### src/rtl/spi_pkg.sv
// rtl/spi_pkg.sv - command codes, FSM states and response helpers for the SoM SPI responder
package spi_pkg;

  localparam logic [7:0] CMD_READ_SPEED = 8'h01;
  localparam logic [7:0] CMD_READ_SLICE = 8'h02;
  localparam logic [7:0] CMD_READ_ALL   = 8'h03;
  localparam logic [7:0] CMD_WRITE_CFG  = 8'h10;

  localparam int LEN_READ_SPEED = 2;
  localparam int LEN_READ_SLICE = 1;
  localparam int LEN_READ_ALL   = 3;

  typedef enum logic [2:0] {IDLE, CMD, RESP, WR, DONE} spi_state_t;

  // Number of response bits for a command; zero means "not a read".
  function automatic logic [4:0] resp_bits(input logic [7:0] cmd);
    case (cmd)
      CMD_READ_SPEED: return 5'(LEN_READ_SPEED * 8);
      CMD_READ_SLICE: return 5'(LEN_READ_SLICE * 8);
      CMD_READ_ALL:   return 5'(LEN_READ_ALL * 8);
      default:        return 5'd0;
    endcase
  endfunction

  // Response bits left-aligned in the 24-bit shift register, zero padded.
  function automatic logic [23:0] resp_word(input logic [7:0] cmd,
                                            input logic [15:0] speed,
                                            input logic [7:0] slice);
    case (cmd)
      CMD_READ_SPEED: return {speed, 8'h00};
      CMD_READ_SLICE: return {slice, 16'h0000};
      CMD_READ_ALL:   return {speed, slice};
      default:        return 24'h000000;
    endcase
  endfunction

endpackage

### src/rtl/spi_pin_sync.sv
// rtl/spi_pin_sync.sv - synchronizers and edge pulses for the SPI pins
module spi_pin_sync #(
  parameter int SYNC_STAGES = 2
) (
  input  logic clk,
  input  logic nrst,
  input  logic cs,
  input  logic sclk,
  input  logic mosi,
  output logic cs_fall,
  output logic cs_rise,
  output logic sclk_rise,
  output logic sclk_fall,
  output logic mosi_s
);

  logic [SYNC_STAGES-1:0] cs_sync;
  logic [SYNC_STAGES-1:0] sclk_sync;
  logic [SYNC_STAGES-1:0] mosi_sync;
  logic                   cs_prev;
  logic                   sclk_prev;
  logic                   cs_now;
  logic                   sclk_now;

  // cs resets high so a deasserted pin produces no edge when reset releases.
  always_ff @(posedge clk or negedge nrst) begin
    if (!nrst) begin
      cs_sync   <= '1;
      sclk_sync <= '0;
      mosi_sync <= '0;
      cs_prev   <= 1'b1;
      sclk_prev <= 1'b0;
    end else begin
      cs_sync   <= {cs_sync[SYNC_STAGES-2:0], cs};
      sclk_sync <= {sclk_sync[SYNC_STAGES-2:0], sclk};
      mosi_sync <= {mosi_sync[SYNC_STAGES-2:0], mosi};
      cs_prev   <= cs_sync[SYNC_STAGES-1];
      sclk_prev <= sclk_sync[SYNC_STAGES-1];
    end
  end

  assign cs_now    = cs_sync[SYNC_STAGES-1];
  assign sclk_now  = sclk_sync[SYNC_STAGES-1];
  assign cs_fall   = cs_prev & ~cs_now;
  assign cs_rise   = ~cs_prev & cs_now;
  assign sclk_rise = ~sclk_prev & sclk_now & ~cs_now;
  assign sclk_fall = sclk_prev & ~sclk_now & ~cs_now;
  assign mosi_s    = mosi_sync[SYNC_STAGES-1];

endmodule

### src/rtl/som_spi_responder.sv
// rtl/som_spi_responder.sv - SPI mode-0 responder exposing hall-sensor data and a config word to the SoM
import spi_pkg::*;

module som_spi_responder #(
  parameter int   SYNC_STAGES = 2,
  parameter logic IDLE_MISO   = 1'b0
) (
  input  logic        clk,
  input  logic        nrst,
  input  logic        som_cs,
  input  logic        som_sclk,
  input  logic        som_mosi,
  output logic        som_miso,
  input  logic [15:0] speed_data,
  input  logic [7:0]  slice_cnt,
  output logic [15:0] cfg_data,
  output logic        cfg_valid,
  output logic        cmd_err
);

  logic        cs_fall, cs_rise, sclk_rise, sclk_fall, mosi_s;
  spi_state_t  state_q, state_d;
  logic [2:0]  bit_cnt;
  logic [1:0]  byte_cnt;
  logic [6:0]  cmd_sr;
  logic [7:0]  cmd_byte;
  logic [23:0] resp_sr;
  logic [4:0]  resp_left;
  logic [14:0] wr_sr;
  logic        last_bit;

  spi_pin_sync #(.SYNC_STAGES(SYNC_STAGES)) u_sync (
    .clk       (clk),
    .nrst      (nrst),
    .cs        (som_cs),
    .sclk      (som_sclk),
    .mosi      (som_mosi),
    .cs_fall   (cs_fall),
    .cs_rise   (cs_rise),
    .sclk_rise (sclk_rise),
    .sclk_fall (sclk_fall),
    .mosi_s    (mosi_s)
  );

  assign cmd_byte = {cmd_sr, mosi_s};
  assign last_bit = sclk_rise && (bit_cnt == 3'd7);

  always_comb begin
    state_d = state_q;
    if (cs_rise) begin
      state_d = IDLE;
    end else if (cs_fall) begin
      state_d = CMD;
    end else begin
      case (state_q)
        CMD: begin
          if (last_bit) begin
            if (cmd_byte == CMD_WRITE_CFG)          state_d = WR;
            else if (resp_bits(cmd_byte) != 5'd0)   state_d = RESP;
            else                                    state_d = DONE;
          end
        end
        RESP:    if (sclk_fall && resp_left == 5'd0)        state_d = DONE;
        WR:      if (last_bit && byte_cnt == 2'd2)          state_d = DONE;
        default: state_d = state_q;
      endcase
    end
  end

  always_ff @(posedge clk or negedge nrst) begin
    if (!nrst) begin
      state_q   <= IDLE;
      bit_cnt   <= 3'd0;
      byte_cnt  <= 2'd0;
      cmd_sr    <= 7'd0;
      resp_sr   <= 24'd0;
      resp_left <= 5'd0;
      wr_sr     <= 15'd0;
      som_miso  <= IDLE_MISO;
      cfg_data  <= 16'h0000;
      cfg_valid <= 1'b0;
      cmd_err   <= 1'b0;
    end else begin
      state_q   <= state_d;
      cfg_valid <= 1'b0;
      cmd_err   <= 1'b0;
      if (cs_rise || cs_fall) begin
        bit_cnt  <= 3'd0;
        byte_cnt <= 2'd0;
        som_miso <= IDLE_MISO;
      end else begin
        if (sclk_rise && state_q != IDLE) begin
          bit_cnt <= bit_cnt + 3'd1;
          if (bit_cnt == 3'd7 && byte_cnt != 2'd3) byte_cnt <= byte_cnt + 2'd1;
        end
        case (state_q)
          CMD: begin
            if (sclk_rise) cmd_sr <= cmd_byte[6:0];
            // Snapshot both measurements together so a frame is self-consistent.
            if (last_bit) begin
              resp_sr   <= resp_word(cmd_byte, speed_data, slice_cnt);
              resp_left <= resp_bits(cmd_byte);
              cmd_err   <= (cmd_byte != CMD_WRITE_CFG) && (resp_bits(cmd_byte) == 5'd0);
            end
          end
          RESP: begin
            if (sclk_fall) begin
              if (resp_left != 5'd0) begin
                som_miso  <= resp_sr[23];
                resp_sr   <= {resp_sr[22:0], 1'b0};
                resp_left <= resp_left - 5'd1;
              end else begin
                som_miso  <= IDLE_MISO;
              end
            end
          end
          WR: begin
            if (sclk_rise) wr_sr <= {wr_sr[13:0], mosi_s};
            if (last_bit && byte_cnt == 2'd2) begin
              cfg_data  <= {wr_sr, mosi_s};
              cfg_valid <= 1'b1;
            end
          end
          default: som_miso <= IDLE_MISO;
        endcase
      end
    end
  end

endmodule

### config.mk
export PLATFORM = sky130hd
export DESIGN_NAME = som_spi_responder
export DESIGN_NICKNAME = d
export VERILOG_FILES = /design/src/rtl/spi_pkg.sv /design/src/rtl/spi_pin_sync.sv /design/src/rtl/som_spi_responder.sv
export SDC_FILE = /design/constraint.sdc
export NUM_CORES = 1
export LEC_CHECK = 0
export ABC_AREA = 1
export CAP_MARGIN = 30
export CORE_MARGIN = 10
export CORE_UTILIZATION = 31
export DETAILED_ROUTE_END_ITERATION = 8
export GPL_TIMING_DRIVEN = 0
export PLACE_DENSITY = 0.57
export SLEW_MARGIN = 20
export SYNTH_ARGS = -nofsm -noshare
export SYNTH_HDL_FRONTEND = slang
export SYNTH_HIERARCHICAL = 1
export SYNTH_SLANG_ARGS = --single-unit
### constraint.sdc
create_clock -name clk -period 2.5 [get_ports clk]
set_input_delay 0.375 -clock clk [delete_from_list [all_inputs] [get_ports clk]]
set_output_delay 0.375 -clock clk [all_outputs]
set_load 0.005 [all_outputs]
==> results of run 1 <==
cell families after synthesis:
group	Yosys count	synth area share [%]
flops	86	53.93
simple gates	271	29.55
buf+inv	65	7.011
fa+ha+maj	6	1.878
xor+xnor	1	0.2191
compound gates	58	7.418
final cells by class:
| class | instances | area, um2 |
|---|---|---|
| multi-input cells | 336 | 1562 |
| well taps | 172 | 215.2 |
| clock inverters | 5 | 103.9 |
| plain buffers | 19 | 102.6 |
| repair buffers | 48 | 495.5 |
| fillers | 1320 | 7555 |
| clock buffers | 11 | 252.7 |
| flip-flops and latches | 86 | 2156 |
| inverters | 46 | 177.7 |
where the power goes:
part	total, uW	leakage [uW]	internal [uW]	switching [uW]
clock	1580	0.000176	1030	543
combinational	272	0.00112	99.1	173
sequential	1430	0.00105	1410	13.0
Yosys cell counts, types with 5 or more instances:
cell type and n:
nand2_1 179, buf_2 7, o21ai_1 16, nand4_1 13, o21ai_0 33, nor2_1 17
a21oi_1 5, dfrtp_1 83, clkbuf_1 8, nand3_1 48, ha_1 6, inv_1 41
worst min-delay path by stage:
stage	start	end	slack, ns	cells after the start
CTS	nrst	cmd_sr[5]$_DFFE_PN0P_	0.05	1
global placement	u_sync/mosi_sync[0]$_DFF_PN0_	u_sync/mosi_sync[1]$_DFF_PN0_	0.34	0
finish	nrst	cmd_sr[5]$_DFFE_PN0P_	0.04	1
detailed placement	u_sync/sclk_sync[0]$_DFF_PN0_	u_sync/sclk_sync[1]$_DFF_PN0_	0.34	0
global route	nrst	u_sync/sclk_prev$_DFF_PN0_	0.08	1
floorplan	nrst	bit_cnt[0]$_DFFE_PN0P_	0.08	0
critical path, stage by stage (launching register included):
cell     delay, ns
dfstp_2       0.55
nor2_1        0.06
inv_2         0.05
nand2_2       0.10
nor2_1        0.21
nand3_2       0.19
nand2_2       0.15
inv_2         0.08
buf_2         0.20
nand2_1       0.08
nand2_1       0.06
per-layer routing:
| metal | share of wire [%] | track usage, % | vias to the layer above |
|---|---|---|---|
| li1 | - | - | 1679 |
| met1 | 49 | 14.21 | 1608 |
| met2 | 45 | 17.92 | 65 |
| met3 | 4.5 | 3.684 | 12 |
| met4 | 1.6 | 4.051 | 0 |
| met5 | 0 | 0 | - |
sequential cells by signal, summed over array words and instances (netlist names), 2 cells and up:
signal / cells
bit_cnt: 3
byte_cnt: 2
cfg_data: 16
cmd_sr: 7
resp_left: 5
resp_sr: 24
state_q: 3
u_sync/cs_sync: 2
u_sync/mosi_sync: 2
u_sync/sclk_sync: 2
wr_sr: 15
per-stage QoR:
| step | setup TNS [ns] | cells | worst slack [ns] | instance area [um2] |
|---|---|---|---|---|
| after floorplan | 0 | 487 | 0.9345 | 3998 |
| after global placement | -180.42 | 706 | -2.141 | 4683 |
| after detailed placement | 0 | 707 | 0.6490 | 4708 |
| after CTS | 0 | 723 | 0.6281 | 5065 |
| after global routing | 0 | 723 | 0.4040 | 5065 |
| final | 0 | 723 | 0.6501 | 5065 |
==> reports/metrics.cfg, run 1 <==
[outcome]
status=complete, no violations

[power]
p_leak_uw=0.002352
powerDensity_nw_per_um2=646.8
power_uw=3276
vdd_drop_max_mv=0.4548

[critical_path]
crit_fanout=10
end_kind=flop
worst-setup-path-type=flop to flop
cp.arrival_ns=2.07
r2r_cells=10
r2r-end=resp_sr[18]$_DFFE_PN0P_
crit_path_end=resp_sr[18]$_DFFE_PN0P_
worstReg2RegStart=u_sync/cs_sync[1]$_DFF_PN1_
critical_path.startpoint=u_sync/cs_sync[1]$_DFF_PN1_
worstPathRequired_ns=2.73
critPathLaunchType=flop
reg2reg_slack_ns=0.65

[final_layout]
syn_to_final_growth_pct=26.70
final_cell_mix=nand2_1, dfrtp_1, nand3_1
n_antenna_cell=0
nets=581
final_common_cell=nand2_1
final_core_util_pct=40.13
drive_gt1_share_pct=9.256

[placement]
port_buffers=47
place_congestion=0.8059
dpl.hpwl_um=7033

[clocking]
post_cts_buffers=0
clockRootBuffer=clkbuf_16
cts_tree=done
clkLatencyLatePin_ns=0.34
cts_resized=0
clk_pin_slew_ns=0.06
clockBufferDepth=2
hold_buffers=0
cts_buffers=9
htreeDepth=3
cts_sinks=86

[synth]
yosysUniqueCellTypes=27
synth_edf_count=0
ys_seq_area_share_pct=53.93
synth_top_area_share_pct=51.96
yosysTopAreaCell=dfrtp_1
synth_fp_nets=522
synth_ff_type=dfrtp_1
synth_seq_cells=86
synth-warning-count=6
synth_area_per_cell_um2=8.209
ys_top_cells_by_area=dfrtp_1, nand2_1, nand3_1, o21ai_0, inv_1
synth_area_um2=3998
synthArstFlopShare_pct=100.0
netlist_instances=487

[routing]
wire_per_inst_um=13.57
wl_um=9808
ant_nets=0
first_pass_iters=4
drcViolationCount=0
drt_iter0_drc=177
num_vias=3364
via_per_inst=4.653

[timing]
hold_violations=0
min_period_ns=1.850
skew_ns=0.008591
drv_slew=0
worst_pin_slew_ns=0.5816
rsz0062_at_grt=no
timing.hold.ws_ns=0.04282
relSlewSlack_pct=61.23
finalCritPeriodShare_pct=73.99
max_freq_ghz=0.5406
setup_violations=0

[floorplanning]
rows=41
io_pins=48
initial_utilization_pct=31.68
dieArea_um2=17840
die_w_um=133.6
coreArea_um2=12620
die_h_um=133.6

[grt]
grtUsageTotal_pct=11.36
antenna_found_initial=0
grt_overflow=0
grt_max_degree=45
grt_pass1_wl_um=16660
grt_pass1_vias=3487

[run]
cap_viol_max_count=0

[hold_path]
min_path_type=input pin to asynchronous set/reset pin

No activity file was read; power rests on OpenSTA's default activity.
==> run 2, diff against run 1 <==
Clock period 2.5 ns to 1.9 ns, I/O delays scaled along.
==> reports/metrics.cfg, run 2 (same netlist as run 1, synthesis figures left out) <==
[timing]
hold_violations=0  ; unchanged
setup_violations=0  ; unchanged
drv_slew=0  ; unchanged
max_freq_ghz=0.5735  ; +6.1%
skew_ns=0.007772  ; -0.0008190 ns
relSlewSlack_pct=61.06  ; -0.17 points
min_period_ns=1.744  ; -0.1061 ns
rsz0062_at_grt=no
timing.hold.ws_ns=0.3510  ; +0.3082 ns
worst_pin_slew_ns=0.5841  ; +0.002536 ns
setup_tns_ns=0  ; unchanged
finalCritPeriodShare_pct=91.78  ; +18 points

[placement]
placedInstanceArea_um2=4708  ; unchanged
place_congestion=0.8059  ; unchanged
dpl.hpwl_um=7033  ; unchanged
port_buffers=47  ; unchanged

[floorplanning]
die_w_um=133.6  ; unchanged
rows=41  ; unchanged
initial_utilization_pct=31.68  ; unchanged
die_h_um=133.6  ; unchanged
coreArea_um2=12620  ; unchanged
dieArea_um2=17840  ; unchanged
io_pins=48  ; unchanged

[critical_path]
worstPathRequired_ns=2.12  ; -0.61 ns
reg2reg_slack_ns=0.16  ; -0.49 ns
crit_chain=nor2_1 -> inv_2 -> nand2_2 -> nor2_4 -> nand3_2 -> nand2_2 -> inv_2 -> clkbuf_4 -> nand2_1 -> nand2_1
cpPeakStageDelay_ns=0.55  ; about the same
critPathLaunchType=flop
critPathTopFamily=simple AND/OR/NAND/NOR gates
cp_slowest_cell=dfstp_2
end_kind=flop
crit_fanout=10  ; unchanged
cp.arrival_ns=1.97  ; -0.10 ns
worst-setup-path-type=flop to flop
critPathBufInv=3  ; unchanged

[routing]
via_per_inst=4.641  ; -0.26%
first_pass_iters=6  ; +2
drcViolationCount=0  ; unchanged
ant_nets=0  ; unchanged
wl_um=9791  ; -0.17%
drt_iter0_drc=161  ; -9.0%
wire_per_inst_um=13.52  ; -0.31%
num_vias=3360  ; -0.12%

[power]
powerDensity_nw_per_um2=847.0  ; +31%
p_leak_uw=0.002373  ; +0.89%
vdd_drop_max_mv=0.6023  ; +32%
power_uw=4317  ; +32%

[final_layout]
nets=582  ; +0.17%
final_common_cell=nand2_1
design_area_um2=5096  ; +0.62%
final_core_util_pct=40.38  ; +0.25 points
largest_reg_flops=24  ; unchanged
fillers=1322  ; +0.15%
n_antenna_cell=0  ; unchanged
largest_register=resp_sr
top_regs=resp_sr x24, cfg_data x16, wr_sr x15
final_cell_mix=nand2_1, dfrtp_1, nand3_1
drive_gt1_share_pct=10.51  ; +1.3 points
syn_to_final_growth_pct=27.48

[clocking]
cts_buffers=9  ; unchanged
clockBufferDepth=2  ; unchanged
cts_tree=done
cts_sinks=86  ; unchanged
clk_pin_slew_ns=0.06  ; about the same
clockRootBuffer=clkbuf_16
clkLatencyLatePin_ns=0.34  ; about the same
htreeDepth=3  ; unchanged

[run]
cap_viol_max_count=0  ; unchanged

[outcome]
status=complete, no violations

[grt]
antenna_found_initial=0  ; unchanged
grt_pass1_wl_um=16660  ; about the same
grtUsageTotal_pct=11.36  ; unchanged
grt_overflow=0  ; unchanged
grt_max_degree=45  ; unchanged
grt_pass1_vias=3490  ; +0.086%

[hold_path]
min_path_type=flop to flop

run 2: cell count changes in the layout (fill, tap and decap cells not counted):
cell	previous run	this run
dlygate4sd3_1	0	1
clkbuf_4	0	1
nor2_4	2	3
clkbuf_1	8	3
nor2_1	17	15
buf_4	3	4
buf_2	7	6
nor2_2	4	5
clkbuf_2	0	4
run 2: final timing paths:
kind	startpoint	endpoint	cells past startpoint
worst max-delay path	u_sync/cs_sync[1]$_DFF_PN1_	resp_sr[18]$_DFFE_PN0P_	10
worst min-delay path	u_sync/sclk_sync[0]$_DFF_PN0_	u_sync/sclk_sync[1]$_DFF_PN0_	0
worst max register to register	u_sync/cs_sync[1]$_DFF_PN1_	resp_sr[18]$_DFFE_PN0P_	10
worst min register to register	u_sync/sclk_sync[0]$_DFF_PN0_	u_sync/sclk_sync[1]$_DFF_PN0_	0
max in group asynchronous	nrst	wr_sr[8]$_DFFE_PN0P_	3
min in group asynchronous	nrst	cmd_sr[5]$_DFFE_PN0P_	2
run 2: area by class of cell:
| cell class | instances | area (um2) | area share [%] |
|---|---|---|---|
| inverter | 46 | 177.7 | 3.486 |
| clock buffer | 11 | 252.7 | 4.959 |
| tap | 172 | 215.2 | 4.223 |
| clock inverter | 5 | 103.9 | 2.038 |
| timing repair buffer | 50 | 513.0 | 10.07 |
| buffer | 18 | 106.4 | 2.087 |
| sequential | 86 | 2156 | 42.30 |
| multi-input combinational | 336 | 1572 | 30.84 |
run 2: worst register-to-register path: cells and delay by family, from the launching register on:
kind / cells / cell delay (ns)
flops: 1 / 0.55
simple gates: 7 / 0.76
buf+inv: 3 / 0.34
run 2: metal layers:
metal,global-route usage (%),wire (um),vias to the layer above
met5,0,0,-
li1,-,-,1683
met1,14.19,4826,1610
met2,17.92,4388,55
met4,4.051,153,0
met3,3.722,422,12
run 2: where the power goes:
group | switching (uW) | internal (uW)
combinational | 231 | 133
clock | 716 | 1360
sequential | 17.4 | 1860
total | 964 | 3350
run 2: stage by stage:
step                std cells  worst slack [ns]
floorplan                 487            0.3345
global placement          706            -2.651
detailed placement        707           0.04900
CTS                       724           0.02806
global route              724          0.008114
finish                    724            0.1562
run 2: repair_timing:
item,4_1_cts,5_1_grt
endpoints found under the hold margin,40,0
resized for setup,0,12
buffers inserted,0,1
endpoints found under the setup margin,0,62
hold buffers,1,0
==> run 3, diff against run 2 <==
Settings changed: SKIP_LAST_GASP set to 1.
==> reports/metrics.cfg, run 3 (same netlist as run 1, synthesis figures left out) <==
[grt]
grt_pass1_wl_um=16660  ; unchanged
grtUsageMet2_pct=17.92  ; unchanged
grt_overflow=0  ; unchanged
grt_max_degree=45  ; unchanged
antenna_found_initial=0  ; unchanged
busiest_layer=met2
grtUsageMet1_pct=14.19  ; unchanged
grt_use_met3_pct=3.722  ; unchanged
grt_pass1_vias=3490  ; unchanged
grtUsageTotal_pct=11.36  ; unchanged

[routing]
ant_nets=0  ; unchanged
num_vias=3351  ; -0.27%
drt_iter0_drc=164  ; +1.9%
wl_um=9808  ; +0.17%
drcViolationCount=0  ; unchanged
first_pass_iters=4  ; -2
wire_per_inst_um=13.55  ; +0.17%
via_per_inst=4.628  ; -0.27%

[critical_path]
crit_fanout=10  ; unchanged
worstReg2RegStart=u_sync/cs_sync[1]$_DFF_PN1_
critPathBufInv=3  ; unchanged
cp_slowest_cell=dfstp_2
critPathLaunchType=flop
crit_chain=nor2_1 -> inv_2 -> nand2_2 -> nor2_2 -> nand3_2 -> nand2_2 -> inv_2 -> clkbuf_4 -> nand2_1 -> nand2_1
critPathTopFamily=simple AND/OR/NAND/NOR gates
end_kind=flop
worstPathRequired_ns=2.13  ; about the same
cp.arrival_ns=2.00  ; +0.03 ns
worst-setup-path-type=flop to flop
critical_path.startpoint=u_sync/cs_sync[1]$_DFF_PN1_
cpPeakStageDelay_ns=0.55  ; about the same

[outcome]
status=complete, no violations

[final_layout]
final_cell_mix=nand2_1, dfrtp_1, nand3_1
n_antenna_cell=0  ; unchanged
fillers=1323  ; +0.076%
multi_input_area_um2=1567  ; -0.32%
top_regs=resp_sr x24, cfg_data x16, wr_sr x15
largest_reg_flops=24  ; unchanged
largest_register=resp_sr
syn_to_final_growth_pct=27.36  ; about the same
final_common_cell=nand2_1
seq_area_um2=2156  ; unchanged
nets=582  ; unchanged
drive_gt1_share_pct=10.51  ; unchanged

[clocking]
clockRootBuffer=clkbuf_16
clkLatencyLatePin_ns=0.34  ; about the same
cts_tree=done
cts_buffers=9  ; unchanged
clockBufferDepth=2  ; unchanged
cts_sinks=86  ; unchanged
htreeDepth=3  ; unchanged
clk_pin_slew_ns=0.06  ; about the same

[timing]
hold_violations=0  ; unchanged
worst_pin_slew_ns=0.5836  ; -0.0004945 ns
final.setup.worst_slack_ns=0.1284  ; -0.02786 ns
rsz0062_at_grt=yes
drv_slew=0  ; unchanged
setup_violations=0  ; unchanged
finalCritPeriodShare_pct=93.24  ; +1.5 points
skew_ns=0.007851  ; +0.00007896 ns
max_freq_ghz=0.5645  ; -1.6%
relSlewSlack_pct=61.09  ; about the same
timing.hold.ws_ns=0.3506  ; -0.0003610 ns
min_period_ns=1.772  ; +0.02786 ns

[floorplanning]
rows=41  ; unchanged
initial_utilization_pct=31.68  ; unchanged
coreArea_um2=12620  ; unchanged
die_w_um=133.6  ; unchanged
dieArea_um2=17840  ; unchanged
die_h_um=133.6  ; unchanged
io_pins=48  ; unchanged

[hold_path]
min_path_type=input pin to flop
hold_start=som_cs

[power]
vdd_drop_max_mv=0.6021  ; about the same
power_uw=4316  ; about the same
powerDensity_nw_per_um2=847.8  ; about the same
p_leak_uw=0.002373  ; about the same

[placement]
place_congestion=0.8059  ; unchanged
dpl.hpwl_um=7033  ; unchanged
dp_slack_ns=0.04900  ; unchanged
port_buffers=47  ; unchanged

[run]
cap_viol_max_count=0  ; unchanged

==> run 3: cell counts in the layout (fill, tap and decap cells not counted) <==
Identical to the previous run, type by type.
==> run 3: where the power goes <==
group / switching (uW) / leakage, uW / internal, uW
registers: 17.4 / 0.00105 / 1860
clock network: 717 / 0.000176 / 1360
logic: 229 / 0.00115 / 133
total: 964 / 0.00237 / 3350
==> run 3: worst paths after layout <==
path,endpoint,slack (ns),cells after the start
setup / recovery,resp_sr[18]$_DFFE_PN0P_,0.13,10
hold / removal,u_sync/cs_sync[0]$_DFF_PN1_,0.35,1
setup reg to reg,resp_sr[18]$_DFFE_PN0P_,0.13,10
hold reg to reg,u_sync/sclk_sync[1]$_DFF_PN0_,0.35,0
max in group asynchronous,wr_sr[8]$_DFFE_PN0P_,0.79,3
min in group asynchronous,cmd_sr[5]$_DFFE_PN0P_,0.51,2
==> run 3: worst reg2reg max path, stage by stage, from the launching register on <==
cell      delay, ns
dfstp_2        0.55
nor2_1         0.06
inv_2          0.05
nand2_2        0.11
nor2_2         0.16
nand3_2        0.17
nand2_2        0.15
inv_2          0.09
clkbuf_4       0.20
nand2_1        0.08
nand2_1        0.06
==> run 3: final cells by class <==
class | instances | area share (%)
buffer | 18 | 2.089
clock buffer | 11 | 4.964
sequential | 86 | 42.34
multi-input combinational | 336 | 30.77
clock inverter | 5 | 2.040
timing repair buffer | 50 | 10.08
tap | 172 | 4.227
inverter | 46 | 3.490
==> run 3: per-layer routing <==
metal	wire (um)	share of wire, %
met5	0	0
met4	153	1.6
met3	421	4.3
met2	4380	45
met1	4852	49
==> run 3: per-stage QoR <==
stage	instances	util, %	area [um2]	TNS [ns]
2_1_floorplan	487	-	3998	0
3_3_place_gp	706	37.11	4683	-224.28
3_5_place_dp	707	37.31	4708	0
4_1_cts	724	40.21	5075	0
5_1_grt	724	40.34	5091	-0.2574
6_report	724	40.34	5091	0
==> run 3: repair_timing <==
action | CTS | global route
setup endpoints to repair | 0 | 62
buffers inserted | 0 | 1
hold buffers | 1 | 0
gates resized for setup | 0 | 11
endpoints found under the hold margin | 40 | 0
